[config.mk]
export PLATFORM = sky130hd
export DESIGN_NAME = mem_arbiter
export DESIGN_NICKNAME = d
export VERILOG_FILES = /design/src/rtl/mem_arbiter.sv
export SDC_FILE = /design/constraint.sdc
export NUM_CORES = 1
export LEC_CHECK = 0
export BUFFER_PORTS_ARGS = -buffer_cell sky130_fd_sc_hd__buf_2
export CELL_PAD_IN_SITES_DETAIL_PLACEMENT = 1
export CELL_PAD_IN_SITES_GLOBAL_PLACEMENT = 1
export CORE_AREA = 2 2 119 121
export DETAILED_ROUTE_END_ITERATION = 8
export DIE_AREA = 0 0 121 123
export GPL_TIMING_DRIVEN = 0
export PLACE_DENSITY_LB_ADDON = 0.1
export SYNTH_ARGS = -nofsm -noshare
export SYNTH_HDL_FRONTEND = slang
export SYNTH_SLANG_ARGS = --single-unit
export TNS_END_PERCENT = 5
[constraint.sdc]
create_clock -name clk -period 2.95 [get_ports clk]
set_clock_uncertainty 0.15 [all_clocks]
set_input_delay 0.1475 -clock clk [delete_from_list [all_inputs] [get_ports clk]]
set_output_delay 0.1475 -clock clk [all_outputs]
set_load 0.03 [all_outputs]
[src/rtl/mem_arbiter.sv]
// Two-requester (fetch / data) arbiter in front of a single-port memory with a fixed
// number of wait cycles. Optional round-robin tie-break: define MEM_ARB_RR_EN.
module mem_arbiter #(
    parameter int unsigned WAIT_CYCLES = 1
) (
    input  logic        clk,
    input  logic        rstn,
    input  logic        if_req,
    input  logic [31:0] if_addr,
    output logic        if_ack,
    input  logic        d_req,
    input  logic        d_we,
    input  logic [31:0] d_addr,
    input  logic [31:0] d_wdata,
    input  logic [3:0]  d_be,
    output logic        d_ack,
    output logic [31:0] rdata,
    output logic        mem_en,
    output logic        mem_we,
    output logic [31:0] mem_addr,
    output logic [31:0] mem_wdata,
    output logic [3:0]  mem_be,
    input  logic [31:0] mem_rdata,
    output logic        busy
);

    typedef enum logic [1:0] {IDLE, ACCESS, RESP} state_e;

    localparam logic [3:0] WAIT_INIT = 4'(WAIT_CYCLES);

    state_e      state_q, state_d;
    logic        gnt_data_q, gnt_data_d;
    logic [3:0]  wait_q, wait_d;
    logic [31:0] addr_q, addr_d;
    logic [31:0] wdata_q, wdata_d;
    logic [3:0]  be_q, be_d;
    logic        we_q, we_d;
    logic [31:0] rdata_q, rdata_d;
    logic        pick_data;

`ifdef MEM_ARB_RR_EN
    // Remembers who won last; resets to data so the very first tie goes to fetch.
    logic last_data_q, last_data_d;
    assign pick_data = d_req && !(if_req && last_data_q);
`else
    assign pick_data = d_req;
`endif

    always_comb begin
        state_d    = state_q;
        gnt_data_d = gnt_data_q;
        wait_d     = wait_q;
        addr_d     = addr_q;
        wdata_d    = wdata_q;
        be_d       = be_q;
        we_d       = we_q;
        rdata_d    = rdata_q;
`ifdef MEM_ARB_RR_EN
        last_data_d = last_data_q;
`endif
        case (state_q)
            IDLE: begin
                if (if_req || d_req) begin
                    state_d    = ACCESS;
                    gnt_data_d = pick_data;
                    wait_d     = WAIT_INIT;
`ifdef MEM_ARB_RR_EN
                    last_data_d = pick_data;
`endif
                    if (pick_data) begin
                        addr_d  = d_addr;
                        wdata_d = d_wdata;
                        be_d    = d_be;
                        we_d    = d_we;
                    end else begin
                        addr_d  = if_addr;
                        wdata_d = '0;
                        be_d    = 4'b1111;
                        we_d    = 1'b0;
                    end
                end
            end
            ACCESS: begin
                if (wait_q != 4'd0) begin
                    wait_d = wait_q - 4'd1;
                end else begin
                    state_d = RESP;
                    // Stores leave the shared read-data register untouched.
                    if (!we_q) rdata_d = mem_rdata;
                end
            end
            RESP:    state_d = IDLE;
            default: state_d = IDLE;
        endcase
    end

    always_ff @(posedge clk or negedge rstn) begin
        if (!rstn) begin
            state_q    <= IDLE;
            gnt_data_q <= 1'b1;
            wait_q     <= '0;
            addr_q     <= '0;
            wdata_q    <= '0;
            be_q       <= '0;
            we_q       <= 1'b0;
            rdata_q    <= '0;
`ifdef MEM_ARB_RR_EN
            last_data_q <= 1'b1;
`endif
        end else begin
            state_q    <= state_d;
            gnt_data_q <= gnt_data_d;
            wait_q     <= wait_d;
            addr_q     <= addr_d;
            wdata_q    <= wdata_d;
            be_q       <= be_d;
            we_q       <= we_d;
            rdata_q    <= rdata_d;
`ifdef MEM_ARB_RR_EN
            last_data_q <= last_data_d;
`endif
        end
    end

    // All outputs decode from registers only, so an async reset clears them at once.
    assign mem_en    = (state_q == ACCESS);
    assign mem_we    = (state_q == ACCESS) && we_q;
    assign mem_addr  = addr_q;
    assign mem_wdata = wdata_q;
    assign mem_be    = be_q;
    assign if_ack    = (state_q == RESP) && !gnt_data_q;
    assign d_ack     = (state_q == RESP) && gnt_data_q;
    assign rdata     = rdata_q;
    assign busy      = (state_q != IDLE);

endmodule

==> impl_metrics.py <==
metrics = {
    "grt": {
        "grt_pass1_vias": 4670,
        "grt_max_degree": 60,
        "grtUsageTotal": 0.204,
        "use_met2": 0.361,
        "grt_first_pass_wirelength_mm": 23.8,
        "grt_use_met3": 0.0415,
        "gr-total-overflow": 0,
        "antenna_found_initial": 0,
        "grt.busiest_layer": "met2",
        "grt_util_met1": 0.243,
    },
    "worst_setup_path": {
        "start_kind": "flip-flop",
        "end_kind": "primary output",
        "cp.arrival_ns": 2.06,
        "crit_fanout": 10,
        "worst-setup-path-type": "flip-flop to primary output",
        "cp.required_ns": 2.65,
    },
    "sta": {
        "rsz0062_at_grt": "no",
        "fin_crit_ns": 2.36,
        "relSlewSlack": 0.413,
        "worst_slew_pin_slew_ns": 0.880,
        "hold_viol": 1,
        "fmax_ghz": 0.424,
        "hold_ws_ns": -0.00757,
        "timing.final.ws_setup_ns": 0.589,
        "finalSetupViolations": 0,
        "slew_viol_final": 0,
        "fin_tns_setup_ns": 0,
        "post-route-period-util": 0.800,
    },
    "routing": {
        "dr.first_iter.drc_count": 151,
        "post_drt_wl_per_cell_um": 16.5,
        "dr.pass1.iters": 4,
        "vias_per_cell": 4.70,
        "ant_nets": 0,
        "drt_wl_total_mm": 15.0,
        "drc": 0,
        "vias": 4267,
    },
    "power_and_ir_drop": {
        "total_leakage_power_nw": 3.84,
        "pwr-share-seq": 0.325,
        "power_density_nw_per_um2": 1050,
        "switchingPower_mw": 3.53,
        "power_frac_comb": 0.531,
        "internal_power_mw": 4.39,
        "switching_share": 0.446,
        "clkPwrFrac": 0.143,
        "irDropWorstVdd_v": 0.000502,
        "finalPower_mw": 7.93,
    },
    "final_layout": {
        "finalInstanceArea_sq_um": 7580,
        "final_cell_mix": "247 x buf_2, 131 x dlygate4sd3_1, 107 x dfrtp_1, 66 x a21oi_1, 34 x mux2i_1",
        "nNetsFinal": 861,
        "drive_gt1_frac": 0.417,
        "area_growth_pct": 66.9,
        "layout_commonest_cell": "buf_2",
        "n_antenna_cell": 0,
    },
    "clock_tree": {
        "cts_tree": "yes",
        "cts_sinks": 108,
        "clkSlewWorstSetupHoldPaths_ns": 0.07,
        "clock_latency_ns": 0.34,
        "cts-root-buf": "clkbuf_16",
        "cts_resized": 0,
        "h-tree-depth": 3,
        "clock_path_buffers": 2,
        "cts-buffers-inserted": 9,
    },
    "status": {
        "status": "finished, violations left",
        "violations": "negative hold slack",
    },
    "min_path": {
        "hold_path_class": "primary input to flip-flop",
    },
    "place": {
        "place_area_sq_um": 6000,
        "gp_congestion": 0.748,
        "dp_slack_ns": 0.638,
        "portBuffers": 240,
        "hpwlAfterDp_mm": 9.75,
    },
    "synthesis": {
        "synth_top_area_share": 0.589,
        "ys_top_cells_by_area": "dfrtp_1 59%, mux2_4 9.9%, mux2i_1 7.5%",
        "syn-num-nets": 478,
        "yosys_warnings": 0,
        "syn_inst": 339,
        "synth.distinct_cells": 30,
        "ys_ff_latch": 108,
        "syn_area_sq_um": 4540,
        "ys_seq_area_frac": 0.595,
        "yosys.area.top_type": "dfrtp_1",
        "postSynthAreaPerCell_sq_um": 13.4,
    },
    "die": {
        "rows": 43,
        "coreArea_sq_um": 13600,
        "dieHeight_um": 123,
        "start_util": 0.334,
        "die_area_sq_um": 14900,
        "io_pins": 242,
        "die_w_um": 121,
    },
    "run": {
        "maxCapViolCount": 0,
    },
}
## logic make-up (layout without fill, tap and decap cells)
group | count (synthesis) | count (layout) | synth area share
multiplexers | 66 | 66 | 0.179
AND/OR/NAND/NOR | 21 | 21 | 0.0262
adder cells (fa/ha/maj) | 2 | 2 | 0.00551
buffers and inverters | 33 | 421 | 0.0418
AO/OA/AOI/OAI | 109 | 109 | 0.153
flip-flops | 108 | 108 | 0.595
## cell type report
class	instances	area, sq um
clock inverters	4	23.8
multi-input cells	198	1650
inverters	6	22.5
clock buffers	12	246
repair buffers	372	2540
fillers	1472	6030
well taps	180	225
plain buffers	27	168
flip-flops and latches	108	2700
## Yosys cell counts (all sizes together)
cell type and n:
nor2 2, and2b 1, nor3 3, o21ai 4
nand2b 1, o22a 4, dfstp 1, nand2 5
inv 6, buf 13, clkbuf 14, a21o 1
a21oi 66, a22o 33, dfrtp 107, a221o 1
mux2i 34, and3 1, or3b 1, mux2 32
nor3b 1, ha 2, or2 1, and2 3
or4 1, or3 1
## sequential cells by signal, summed over array words and instances, names as in the netlist
| signal | flops |
|---|---|
| mem_addr | 32 |
| wait_q | 4 |
| state_q | 2 |
| mem_be | 4 |
| we_q | 1 |
| rdata | 32 |
| mem_wdata | 32 |
| gnt_data_q | 1 |
## worst paths after layout
kind	startpoint	to	slack, ns	cells after the start
setup / recovery	state_q[1]	busy	0.59	5
hold / removal	d_addr[10]	mem_addr[10]	-0.008	3
setup reg to reg	wait_q[0]	rdata[17]	0.64	7
hold reg to reg	mem_wdata[19]	mem_wdata[19]	0.35	1
max in group asynchronous	rstn	mem_addr[30]	1.69	3
min in group asynchronous	rstn	rdata[22]	0.22	2
## timing repair
item | in CTS | in global routing
endpoints found under the hold margin | 148 | 0
buffers inserted | 0 | 0
hold buffers | 131 | 0
## per-layer routing
layer	share of wire	wire, um
met1	0.41	6120
met2	0.51	7720
met3	0.050	752
met4	0.027	409
met5	0	0
## power by group through the flow
stage               Combinational (mW)  Clock, mW  Sequential (mW)
global route                      4.49       1.24             2.67
finish                            4.21       1.14             2.58
CTS                               4.23       1.17             2.58
detailed placement                4.09          0             2.58
global placement                  4.01          0             2.56
floorplan                         1.56          0             3.85
## stage by stage
stage	utilization	std cells
after floorplan	-	339
after global placement	0.439	759
after detailed placement	0.441	760
after CTS	0.557	907
after global routing	0.557	907
final	0.557	907
## critical path: stages (launching register included)
cell and delay (ns):
dfrtp_1 0.43, nor2_1 0.19, clkbuf_1 0.42, clkbuf_1 0.42, inv_1 0.07, buf_2 0.19
Power figures use the tool's default switching activity.
